`src/rtl/scoreboard_pkg.sv`:
```
// Shared types for the scoreboard and its functional units.
package scoreboard_pkg;

  typedef enum logic [1:0] {
    OpAdd = 2'd0,
    OpSub = 2'd1,
    OpAnd = 2'd2,
    OpMul = 2'd3
  } op_e;

  typedef enum logic [1:0] {
    StIdle  = 2'd0,
    StRead  = 2'd1,
    StExec  = 2'd2,
    StWrite = 2'd3
  } fu_state_e;

endpackage

```
`src/rtl/scoreboard_fu_alu.sv`:
```
// Combinational datapath of the functional unit; every result wraps modulo 2^w_data.
module scoreboard_fu_alu
  import scoreboard_pkg::*;
#(
  parameter int unsigned w_data = 8
) (
  input  op_e               i_op,
  input  logic [w_data-1:0] i_a,
  input  logic [w_data-1:0] i_b,
  output logic [w_data-1:0] o_result
);

  always_comb begin
    o_result = '0;
    unique case (i_op)
      OpAdd: o_result = i_a + i_b;
      OpSub: o_result = i_a - i_b;
      OpAnd: o_result = i_a & i_b;
      OpMul: o_result = i_a * i_b;
      default: o_result = '0;
    endcase
  end

endmodule

```
`src/rtl/scoreboard_fu.sv`:
```
// Scoreboard functional unit: issue, operand read, fixed-latency execute, write-back handshake.
module scoreboard_fu
  import scoreboard_pkg::*;
#(
  parameter int unsigned w_data  = 8,
  parameter int unsigned w_reg   = 3,
  parameter int unsigned lat_alu = 2,
  parameter int unsigned lat_mul = 5
) (
  input  logic              clk,
  input  logic              rst,
  input  logic              issue_valid,
  output logic              issue_ready,
  input  logic [1:0]        issue_op,
  input  logic [w_reg-1:0]  issue_dst,
  input  logic [w_reg-1:0]  issue_src1,
  input  logic [w_reg-1:0]  issue_src2,
  output logic              rd_req,
  output logic [w_reg-1:0]  rd_src1,
  output logic [w_reg-1:0]  rd_src2,
  input  logic              rd_grant,
  input  logic [w_data-1:0] rd_data1,
  input  logic [w_data-1:0] rd_data2,
  output logic              wr_req,
  output logic [w_reg-1:0]  wr_dst,
  output logic [w_data-1:0] wr_data,
  input  logic              wr_grant,
  input  logic              kill,
  output logic              busy
);

  localparam int unsigned LatMax = (lat_alu > lat_mul) ? lat_alu : lat_mul;
  localparam int unsigned CntW   = $clog2(LatMax + 1);
  localparam logic [CntW-1:0] LatAluM1 = CntW'(lat_alu - 1);
  localparam logic [CntW-1:0] LatMulM1 = CntW'(lat_mul - 1);

  fu_state_e          r_state;
  logic [CntW-1:0]    r_cnt;
  op_e                r_op;
  logic [w_reg-1:0]   r_dst, r_src1, r_src2;
  logic [w_data-1:0]  r_a, r_b, r_wr_data;

  logic [CntW-1:0]    w_lat_m1;
  logic [w_data-1:0]  w_alu_a, w_alu_b, w_alu_res;

  // A one-cycle latency skips EXEC, so the ALU must then see the operands being granted.
  assign w_alu_a  = (r_state == StRead) ? rd_data1 : r_a;
  assign w_alu_b  = (r_state == StRead) ? rd_data2 : r_b;
  assign w_lat_m1 = (r_op == OpMul) ? LatMulM1 : LatAluM1;

  scoreboard_fu_alu #(
    .w_data(w_data)
  ) u_alu (
    .i_op    (r_op),
    .i_a     (w_alu_a),
    .i_b     (w_alu_b),
    .o_result(w_alu_res)
  );

  always_ff @(posedge clk or posedge rst) begin
    if (rst) begin
      r_state   <= StIdle;
      r_cnt     <= '0;
      r_op      <= OpAdd;
      r_dst     <= '0;
      r_src1    <= '0;
      r_src2    <= '0;
      r_a       <= '0;
      r_b       <= '0;
      r_wr_data <= '0;
    end else if (kill) begin
      r_state <= StIdle;
    end else begin
      unique case (r_state)
        StIdle: begin
          if (issue_valid) begin
            r_op    <= op_e'(issue_op);
            r_dst   <= issue_dst;
            r_src1  <= issue_src1;
            r_src2  <= issue_src2;
            r_state <= StRead;
          end
        end
        StRead: begin
          if (rd_grant) begin
            r_a <= rd_data1;
            r_b <= rd_data2;
            if (w_lat_m1 == '0) begin
              r_wr_data <= w_alu_res;
              r_state   <= StWrite;
            end else begin
              r_cnt   <= w_lat_m1;
              r_state <= StExec;
            end
          end
        end
        StExec: begin
          r_cnt <= r_cnt - 1'b1;
          if (r_cnt <= CntW'(1)) begin
            r_wr_data <= w_alu_res;
            r_state   <= StWrite;
          end
        end
        StWrite: begin
          if (wr_grant) r_state <= StIdle;
        end
        default: r_state <= StIdle;
      endcase
    end
  end

  assign issue_ready = (r_state == StIdle);
  assign busy        = (r_state != StIdle);
  assign rd_req      = (r_state == StRead);
  assign wr_req      = (r_state == StWrite);
  assign rd_src1     = r_src1;
  assign rd_src2     = r_src2;
  assign wr_dst      = r_dst;
  assign wr_data     = r_wr_data;

endmodule

```
`config.mk`:
```
export PLATFORM = sky130hd
export DESIGN_NAME = scoreboard_fu
export DESIGN_NICKNAME = d
export VERILOG_FILES = /design/src/rtl/scoreboard_pkg.sv /design/src/rtl/scoreboard_fu_alu.sv /design/src/rtl/scoreboard_fu.sv
export SDC_FILE = /design/constraint.sdc
export NUM_CORES = 1
export LEC_CHECK = 0
export BUFFER_PORTS_ARGS = -buffer_cell sky130_fd_sc_hd__buf_2
export CAP_MARGIN = 10
export CORE_ASPECT_RATIO = 0.8
export CORE_MARGIN = 2
export CORE_UTILIZATION = 50
export DETAILED_ROUTE_END_ITERATION = 16
export HOLD_SLACK_MARGIN = 0.15
export PLACE_DENSITY = 0.84
export SLEW_MARGIN = 40
export SYNTH_ARGS = -nofsm -noshare
export SYNTH_HDL_FRONTEND = slang
export SYNTH_SLANG_ARGS = --single-unit
```
`constraint.sdc`:
```
create_clock -name clk -period 9.4 [get_ports clk]
set_input_delay 2.35 -clock clk [delete_from_list [all_inputs] [get_ports clk]]
set_output_delay 2.35 -clock clk [all_outputs]
set_load 0.01 [all_outputs]
```
==> results.md, run 1 <==
- Run status: completed
- DRT Pass-1 Iters: 4
- Root Driver: clkbuf_8
- Clock latency on the worst-skew pair: roughly 0.3 ns
- Largest fanout on the critical path: 7
- Initial antenna violation count: 0
- Via count: around 2,800
- H-tree depth: 2
- Port bufs: between 50 and 60
- Die Wd: slightly below 100 µm
- Area grow syn2layout: 12.9%
- Area leader, netlist: dfrtp_1
- Reg-to-reg setup timing slack: 3.58 ns
- Crit Reg-Reg Startpoint: r_state[1]
- CTS resizes: 0
- Maximum achievable frequency: between 150 and 200 MHz
- CTS buffer count: 5
- Yosys reg bits: 40
- Largest net degree at the start of global routing: between 40 and 50
- GP Congestion: 1.00
- Synth cell types: 47
- Clock skew: just under 0.008 ns
- Die span in y: 78.2 µm
- Multiplexer area fraction after synthesis: roughly 14%
- Final hold vios: 0
- Largest family of logic cells by synthesized area: adder cells
- Post-synth top area share: just under 30%
- Synth area leaders: dfrtp_1 (29%), ha_1 (12%), mux2_2 (11%)
- Mapped Area: 0.00344 mm²
- Total gr overflow: 0
- Count leader, synth: inv_1
- Unrepaired setup endpoints after global routing: no
- Number of fill cells: just under 600
- CP peak stage delay: roughly 0.53 ns
- Worst EP required: 9.65 ns
- Final Max Tran Viols: 0
- Cts hold-fix bufs: 0
- # clock sinks: 40
- GRT Overall Usage: between 20% and 30%
- Layout cells sized above 1: between 20% and 30%
- CP Cell Sequence: buf_2 > a21oi_1 > inv_1 > and2_1 > fa_1 > fa_1 > ha_1 > inv_1 > fa_1 > inv_1 > ha_1 > a21o_1 > a21oi_1 > xnor2_1 > xnor3_1 > a2111oi_2 > a211o_1
- Core box area: a little under 0.007 mm²
- Utilization after layout: between 50% and 60%
- CTS tree: built
- Top FF cell, synth: dfrtp_1
- Relative slew margins: between 50% and 60%
- Synth Area in XOR/XNOR: under 10%
- Setup CP Type: primary input to register
- Max-cap violations: 0
- Setup violators final: 0
- Post-synth ARST share: 100%
- Hold Path Class: register to register
- Post-layout nets: 490
- TNS Setup: 0 ns
- Crit path time final: 6.63 ns
- First-pass GRT wire length: between 10,000 and 15,000 µm
- Synth Area in Compound Gates: 11.6%
- Post-Route WL: ~7800 µm
- CTS Buffer Depth: 2
- Mapped Nets: approximately 440
- Most common library cells after synthesis: inv_1 (41), dfrtp_1 (40), mux2_2 (33)
- Ys Warns: 0
- WP data arrival: between 6 and 7 ns
- Hold path start: wr_data[4]
- Post-Synth Simple-Gate Area: around an eighth
- Hold depth: 2
- IO Pins: 54
- Num rows: 27
- Worst R2R End: wr_data[7]
- Drt via density: 5.53
- Effective utilization at floorplan: 50.7%
- Drt wl/cell: 15.5 µm
- Clk slew on worst S/H paths: around 0.08 ns
- Crit end category: register
- Critical-path top delay cell: fa_1
- EDFF count, synth: 0
- Avg Inst Size Synth: around 9.5 µm²
- Adder-Cell Fraction of Synth Area: between 10% and 20%
- Crit path launch type: primary input
- Detail Route Antenna Nets: 0
- Vias in the first global route: 2,768
- Drt drc: 0
- Final HPWL DP: about 6400 µm
- DR iter-0 viols: a little under 200
- Ant diodes: 0
- Die ar.: around 0.0076 mm²
- R2R cell count: 20
- Post-CTS setup buffer count: 0
- Syn Inst Count: roughly 360
- Endpoint, Worst Hold: wr_data[4]
- Period utilization: 70.5%
- Worst slew pin tran: ~0.66 ns
- Register area share after synthesis: just under 30%
-- sequential cells by signal, indices dropped and copies added, names as in the netlist --
| signal | count |
|---|---|
| r_b | 8 |
| r_state | 2 |
| r_op | 2 |
| rd_src1 | 3 |
| wr_data | 8 |
| r_cnt | 3 |
| rd_src2 | 3 |
| r_a | 8 |
| wr_dst | 3 |
-- worst max-delay path by stage --
stage | slack, ns | to | startpoint
2_1_floorplan | 2.94 | wr_data[7] | rd_data1[0]
3_3_place_gp | 2.58 | wr_data[7] | rd_data1[1]
3_5_place_dp | 2.43 | wr_data[7] | rd_data1[1]
4_1_cts | 2.75 | wr_data[7] | rd_data1[1]
5_1_grt | 2.53 | wr_data[7] | rd_data1[0]
6_report | 2.77 | wr_data[7] | rd_data1[0]
-- logic make-up after synthesis --
group                    count (synthesis)
AO/OA/AOI/OAI                           63
XOR/XNOR                                25
adder cells (fa/ha/maj)                 45
buffers and inverters                   53
flip-flops                              40
multiplexers                            44
AND/OR/NAND/NOR                         91
-- cell usage in the layout, fill, tap and decap left out, drive strengths merged, types with 2 or more instances in the layout --
master | synthesis | final
o211ai | 3 | 3
xnor2 | 19 | 19
a211oi | 2 | 2
nor2 | 23 | 23
ha | 32 | 32
xor2 | 5 | 5
o21a | 3 | 3
a21oi | 15 | 15
nand2 | 30 | 30
nor2b | 7 | 7
buf | 5 | 56
nand3b | 3 | 3
and2 | 2 | 2
nor4 | 2 | 2
o311ai | 3 | 3
mux2 | 34 | 34
dfrtp | 40 | 40
nand2b | 6 | 6
mux2i | 10 | 10
a21o | 3 | 3
inv | 41 | 41
or4 | 2 | 2
nand3 | 4 | 4
o21ai | 22 | 22
nor3 | 8 | 8
clkbuf | 7 | 5
nor3b | 2 | 2
fa | 13 | 13
a32oi | 3 | 3
-- worst max-delay path: cells and delay by family --
family	cells	cell delay [ns]
AOI/OAI and AO/OA	5	1.28
adders and majority gates	5	2.07
and+or+nand+nor	1	0.20
xor gates and xnor gates	2	0.61
buffers and inverters	4	0.34
-- through the flow --
| step | hold slack, ns | worst slack, ns | std cells | area, µm² |
|---|---|---|---|---|
| 6_report | 0.484 | 2.77 | 500 | 3890 |
| 5_1_grt | 0.527 | 2.53 | 500 | 3890 |
| 4_1_cts | 0.494 | 2.75 | 499 | 3880 |
| 3_5_place_dp | 0.475 | 2.43 | 491 | 3760 |
| 3_3_place_gp | 0.457 | 2.58 | 491 | 3760 |
| 2_1_floorplan | 0.471 | 2.94 | 361 | 3440 |
-- layer usage --
layer	track usage, %	wire length (µm)
met1	29.0	3540
met2	35.7	3630
met3	4.81	502
met4	3.80	81
met5	0	0
-- layout make-up --
class,count,area [µm²],share of cell area (%)
clock inverters,3,42.5,1.09
clock buffers,5,68.8,1.77
flip-flops and latches,40,1000,25.7
inverters,41,154,3.96
well taps,87,109,2.80
multi-input cells,268,2220,57.2
repair buffers,56,288,7.40
Power of run 1 is left out: the tool's default activity adds up to more than one toggle a clock period on the data nets, which glitch-free logic cannot reach.
==> run 2, diff against run 1 <==
--- a/config.mk
+++ b/config.mk
@@ -12,7 +12,7 @@
 export CORE_UTILIZATION = 50
 export DETAILED_ROUTE_END_ITERATION = 16
 export HOLD_SLACK_MARGIN = 0.15
-export PLACE_DENSITY = 0.84
+export PLACE_DENSITY = 0.87
 export SLEW_MARGIN = 40
 export SYNTH_ARGS = -nofsm -noshare
 export SYNTH_HDL_FRONTEND = slang
==> constraint.sdc (replaced) <==
create_clock -name clk -period 5.8 [get_ports clk]
set_input_delay 1.45 -clock clk [delete_from_list [all_inputs] [get_ports clk]]
set_output_delay 1.45 -clock clk [all_outputs]
set_load 0.01 [all_outputs]
==> results.md, run 2 (synthesis gave the netlist of run 1 again) <==
- Clock latency on the worst-skew pair: around 0.3 ns
- Num rows: 27
- GRT Overall Usage: between 20% and 30%
- Effective utilization at floorplan: between 50 and 60%
- DRT Pass-1 Iters: 4
- Final HPWL DP: ~6300 µm
- Clk slew on worst S/H paths: approximately 0.09 ns
- CP Cell Sequence: buf_2 > mux2_2 > and2_1 > fa_1 > fa_1 > ha_1 > inv_1 > fa_1 > inv_1 > ha_1 > a21o_1 > a21oi_1 > xnor2_1 > xnor3_1 > a2111oi_2 > a211o_1
- IO Pins: 54
- Root Driver: clkbuf_8
- Worst slew pin tran: 0.749 ns
- Setup violators final: 0
- Ant diodes: 0
- Final Cell Area: 0.00394 mm²
- Final hold vios: 0
- Crit path launch type: primary input
- Cts hold-fix bufs: 0
- Total gr overflow: 0
- Largest net degree at the start of global routing: 41
- Detail Route Antenna Nets: 0
- Worst EP required: 6.04 ns
- CTS Buffer Depth: 2
- CTS resizes: 0
- Via count: 2,792
- GP Congestion: approximately 1.0
- Die span in y: just under 80 µm
- Final Max Tran Viols: 0
- First-pass GRT wire length: ~13,000 µm
- TNS Setup: 0 ns
- Area grow syn2layout: 14.5%
- Maximum achievable frequency: ~180 MHz
- Core box area: between 0.006 and 0.007 mm²
- WP data arrival: about 5.7 ns
- Post-Route WL: between 7000 and 8000 µm
- Layout cells sized above 1: about a quarter
- Crit path time final: between 5 and 6 ns
- Initial antenna violation count: 0
- Most frequent cells in the layout: buf_2 (53), inv_1 (41), dfrtp_1 (40)
- Die ar.: between 0.007 and 0.008 mm²
- Drt drc: 0
- Post-DP Area: around 0.0038 mm²
- Largest fanout on the critical path: 5
- Vias in the first global route: about 2,700
- DR iter-0 viols: ~210
- Relative slew margins: about 50%
- Clock skew: around 0.014 ns
- Crit end category: register
- Drt wl/cell: 15.2 µm
- # clock sinks: 40
- Critical-path top delay cell: fa_1
- Top cell by count, worst path: fa_1
- Period utilization: 94.4%
- Drt via density: 5.50
- Hold Path Class: register to register
- Commonest non-fill, non-tap cell in the layout: buf_2
- Post-layout nets: 498
- Setup CP Type: primary input to register
- H-tree depth: 2
- Post-CTS setup buffer count: 0
- CTS buffer count: 5
- Die Wd: between 90 and 100 µm
- CTS tree: built
- CP peak stage delay: 0.53 ns
- Unrepaired setup endpoints after global routing: no
- Max-cap violations: 0
- Port bufs: 53
- Run status: completed
[run 2: cell count changes in the layout (fill, tap and decap cells not counted), sizes merged]
cell	delta
buf	+8
[run 2: path summary, 6_finish.rpt]
kind	startpoint	to	slack (ns)	cells after the start
worst max-delay path	rd_data2[4]	wr_data[7]	0.33	16
worst min-delay path	wr_data[4]	wr_data[4]	0.48	2
worst max register to register	r_state[1]	wr_data[7]	0.35	18
worst min register to register	wr_data[4]	wr_data[4]	0.48	2
max in group asynchronous	rst	r_b[5]	4.19	3
min in group asynchronous	rst	rd_src2[2]	1.26	3
[run 2: critical path: cells and delay by family]
kind                     cells  cell delay, ns
AND/OR/NAND/NOR              1            0.17
buffers and inverters        3            0.21
AO/OA/AOI/OAI                4            0.86
XOR/XNOR                     2            0.60
multiplexers                 1            0.33
adder cells (fa/ha/maj)      5            2.08
[run 2: area by class of cell]
class                           count  area [µm²]
Timing Repair Buffer               64         348
Tap cell                           87         109
Fill cell                         587        2850
Clock buffer                        5        68.8
Sequential cell                    40        1000
Inverter                           41         154
Multi-Input combinational cell    268        2220
Clock inverter                      3        42.5
[run 2: metal layers]
layer	global-route usage (%)	vias up	wire length [µm]
met5	0	-	0
li1	-	1351	-
met3	3.92	9	570
met4	3.66	0	75
met2	33.9	108	3480
met1	29.5	1324	3580
[run 2: stage by stage]
stage | worst slack (ns) | cells | hold slack, ns | util, %
after global placement | 0.106 | 500 | 0.460 | 56.4
final | 0.327 | 508 | 0.485 | 58.1
after CTS | 0.311 | 508 | 0.487 | 58.1
after detailed placement | 0.00345 | 500 | 0.471 | 56.4
after floorplan | 0.243 | 361 | 0.471 | -
after global routing | 0.0862 | 508 | 0.520 | 58.1
Power of run 2 is left out for the same reason.
==> run 3, diff against run 2 <==
--- a/config.mk
+++ b/config.mk
@@ -12,8 +12,9 @@
 export CORE_UTILIZATION = 50
 export DETAILED_ROUTE_END_ITERATION = 16
 export HOLD_SLACK_MARGIN = 0.15
-export PLACE_DENSITY = 0.87
+export PLACE_DENSITY = 0.84
 export SLEW_MARGIN = 40
 export SYNTH_ARGS = -nofsm -noshare
 export SYNTH_HDL_FRONTEND = slang
+export SYNTH_HIERARCHICAL = 1
 export SYNTH_SLANG_ARGS = --single-unit
==> constraint.sdc (replaced) <==
create_clock -name clk -period 6.7 [get_ports clk]
set_input_delay 1.675 -clock clk [delete_from_list [all_inputs] [get_ports clk]]
set_output_delay 1.675 -clock clk [all_outputs]
set_load 0.01 [all_outputs]
==> results.md, run 3 <==
- Synth cell types: between 40 and 50
- Via count: 2,575
- Largest net degree at the start of global routing: 41
- Area leader, netlist: dfrtp_1
- Worst EP required: 6.88 ns
- Post-Route WL: ~7400 µm
- GP Congestion: between 0.9 and 1
- Count leader, synth: mux2_2
- CP peak stage delay: about 0.52 ns
- Hold path start: wr_data[2]
- Root Driver: clkbuf_8
- Die span in y: between 70 and 80 µm
- Hold depth: 1
- Relative slew margins: 48.9%
- CTS buffer count: 5
- WP data arrival: around 5.9 ns
- Drt via density: ~5.5
- Ant diodes: 0
- Crit path launch type: primary input
- Layout cells sized above 1: between 30% and 40%
- Avg Inst Size Synth: approximately 10 µm²
- Largest fanout on the critical path: 9
- Number of fill cells: around 570
- Yosys reg bits: 40
- Ys Warns: 6
- CTS tree: built
- Area grow syn2layout: 11.7%
- Drt wl/cell: 15.6 µm
- Initial antenna violation count: 0
- Top FF cell, synth: dfrtp_1
- Die ar.: about 0.0075 mm²
- Clock latency on the worst-skew pair: 0.29 ns
- Period utilization: between 80% and 90%
- Top cell by count, worst path: fa_1
- Post-CTS setup buffer count: 0
- Placed cells: between 400 and 500
- Total gr overflow: 0
- DR iter-0 viols: roughly 150
- DRT Pass-1 Iters: 4
- Crit end category: register
- CTS Buffer Depth: 2
- TNS Setup: 0 ns
- Post-synth top area share: slightly below 30%
- Vias in the first global route: 2,709
- Crit path time final: 5.67 ns
- Syn Inst Count: approximately 340
- Register area share after synthesis: approximately 29%
- Clk slew on worst S/H paths: ~0.08 ns
- Num rows: 26
- Unrepaired setup endpoints after global routing: no
- Most frequent cells in the layout: buf_2 (53), mux2_2 (51), dfrtp_1 (40)
- Detail Route Antenna Nets: 0
- Run status: completed
- Port bufs: between 50 and 60
- Cts hold-fix bufs: 0
- Drt drc: 0
- CTS resizes: 0
- Reg-to-reg setup timing slack: between 1 and 1.5 ns
- Clock skew: between 0.002 and 0.003 ns
- Setup violators final: 0
- IO Pins: 54
- Worst slew pin tran: ~0.77 ns
- Die Wd: 96.6 µm
- CP Cell Sequence: buf_2 > mux2_2 > and2_1 > ha_1 > fa_1 > ha_1 > inv_1 > fa_1 > inv_1 > fa_1 > a21o_1 > a21oi_1 > xnor3_1 > xnor3_1 > nand2_1 > a31oi_1 > mux2_2
- Final HPWL DP: roughly 5800 µm
- Effective utilization at floorplan: around 53%
- Core box area: about 0.0065 mm²
- Setup CP Type: primary input to register
- Most common library cells after synthesis: mux2_2 (51), dfrtp_1 (40), inv_1 (39)
- Maximum achievable frequency: 176 MHz
- Final hold vios: 0
- R2R cell count: 19
- Commonest non-fill, non-tap cell in the layout: buf_2
- Hold Path Class: register to register
- Endpoint, Worst Hold: wr_data[2]
- Mapped Nets: approximately 420
- GRT Overall Usage: between 20% and 30%
- Post-synth ARST share: 100%
- Fin worst setup slack: around 1.0 ns
- Synth area leaders: dfrtp_1 (29%), mux2_2 (17%), ha_1 (11%)
- # clock sinks: 40
- Critical-path top delay cell: fa_1
- EDFF count, synth: 0
- Worst R2R End: wr_data[7]
- Pre-CTS setup slack: around 0.73 ns
- First-pass GRT wire length: ~13,000 µm
- H-tree depth: 2
- Post-layout nets: about 460
- Mapped Area: between 0.003 and 0.004 mm²
- Fin cells: ~470
- Max-cap violations: 0
- Final Max Tran Viols: 0
- Crit Reg-Reg Startpoint: r_state[1]
## run 3: cell types whose count changed in the layout (fill, tap and decap cells not counted), moves of 5 or more
cell / previous run / this run
and2_1: 2 / 11
mux2i_1: 9 / 4
and2_2: 0 / 5
mux2_2: 33 / 51
o21ai_0: 22 / 13
buf_4: 11 / 2
nor3_1: 8 / 3
nor2b_1: 7 / 2
nor2_1: 22 / 12
## run 3: worst max path at each step
stage,from,end,slack [ns],cells past startpoint
after detailed placement,rd_data1[1],wr_data[7],0.73,17
after floorplan,rd_data2[2],wr_data[7],1.07,17
after global routing,rd_data1[1],wr_data[7],0.88,17
final,rd_data1[1],wr_data[7],1.03,17
after CTS,rd_data1[1],wr_data[7],1.04,17
after global placement,rd_data1[1],wr_data[7],0.85,17
## run 3: critical path, delay by kind of cell
| family | cells | cell delay (ns) |
|---|---|---|
| and+or+nand+nor | 2 | 0.27 |
| muxes | 2 | 0.65 |
| buffers and inverters | 3 | 0.22 |
| adders and majority gates | 5 | 1.98 |
| AOI/OAI and AO/OA | 3 | 0.45 |
| xor gates and xnor gates | 2 | 0.60 |
## run 3: final cells by class
class | instances | area (µm²) | share of cell area (%)
Multi-Input combinational cell | 246 | 2180 | 57.0
Clock buffer | 5 | 68.8 | 1.80
Timing Repair Buffer | 55 | 280 | 7.32
Inverter | 39 | 146 | 3.82
Sequential cell | 40 | 1000 | 26.1
Tap cell | 84 | 105 | 2.74
Clock inverter | 3 | 46.3 | 1.21
## run 3: metrics by stage
stage / hold WS [ns] / utilization [%] / cell area (µm²)
3_3_place_gp: 0.482 / 57.1 / 3710
6_report: 0.505 / 58.9 / 3830
3_5_place_dp: 0.490 / 57.1 / 3710
2_1_floorplan: 0.472 / - / 3430
5_1_grt: 0.518 / 58.9 / 3830
4_1_cts: 0.511 / 58.9 / 3830
## run 3: cells by family (layout without fill, tap and decap cells)
family | count (synthesis) | after routing | synth area share (%)
compound gates | 41 | 41 | 7.37
buf+inv | 53 | 102 | 7.15
xor+xnor | 27 | 27 | 7.92
mux | 55 | 55 | 17.9
flops | 40 | 40 | 29.2
fa+ha+maj | 44 | 44 | 18.9
simple gates | 79 | 79 | 11.5
## run 3: metal layers
metal	global-route usage, %	wire, µm	vias to the layer above
met1	29.2	3300	1252
met5	0	0	-
met4	4.93	44	0
met2	34.4	3480	100
met3	4.41	548	6
li1	-	-	1217
Power of run 3 is left out for the same reason.
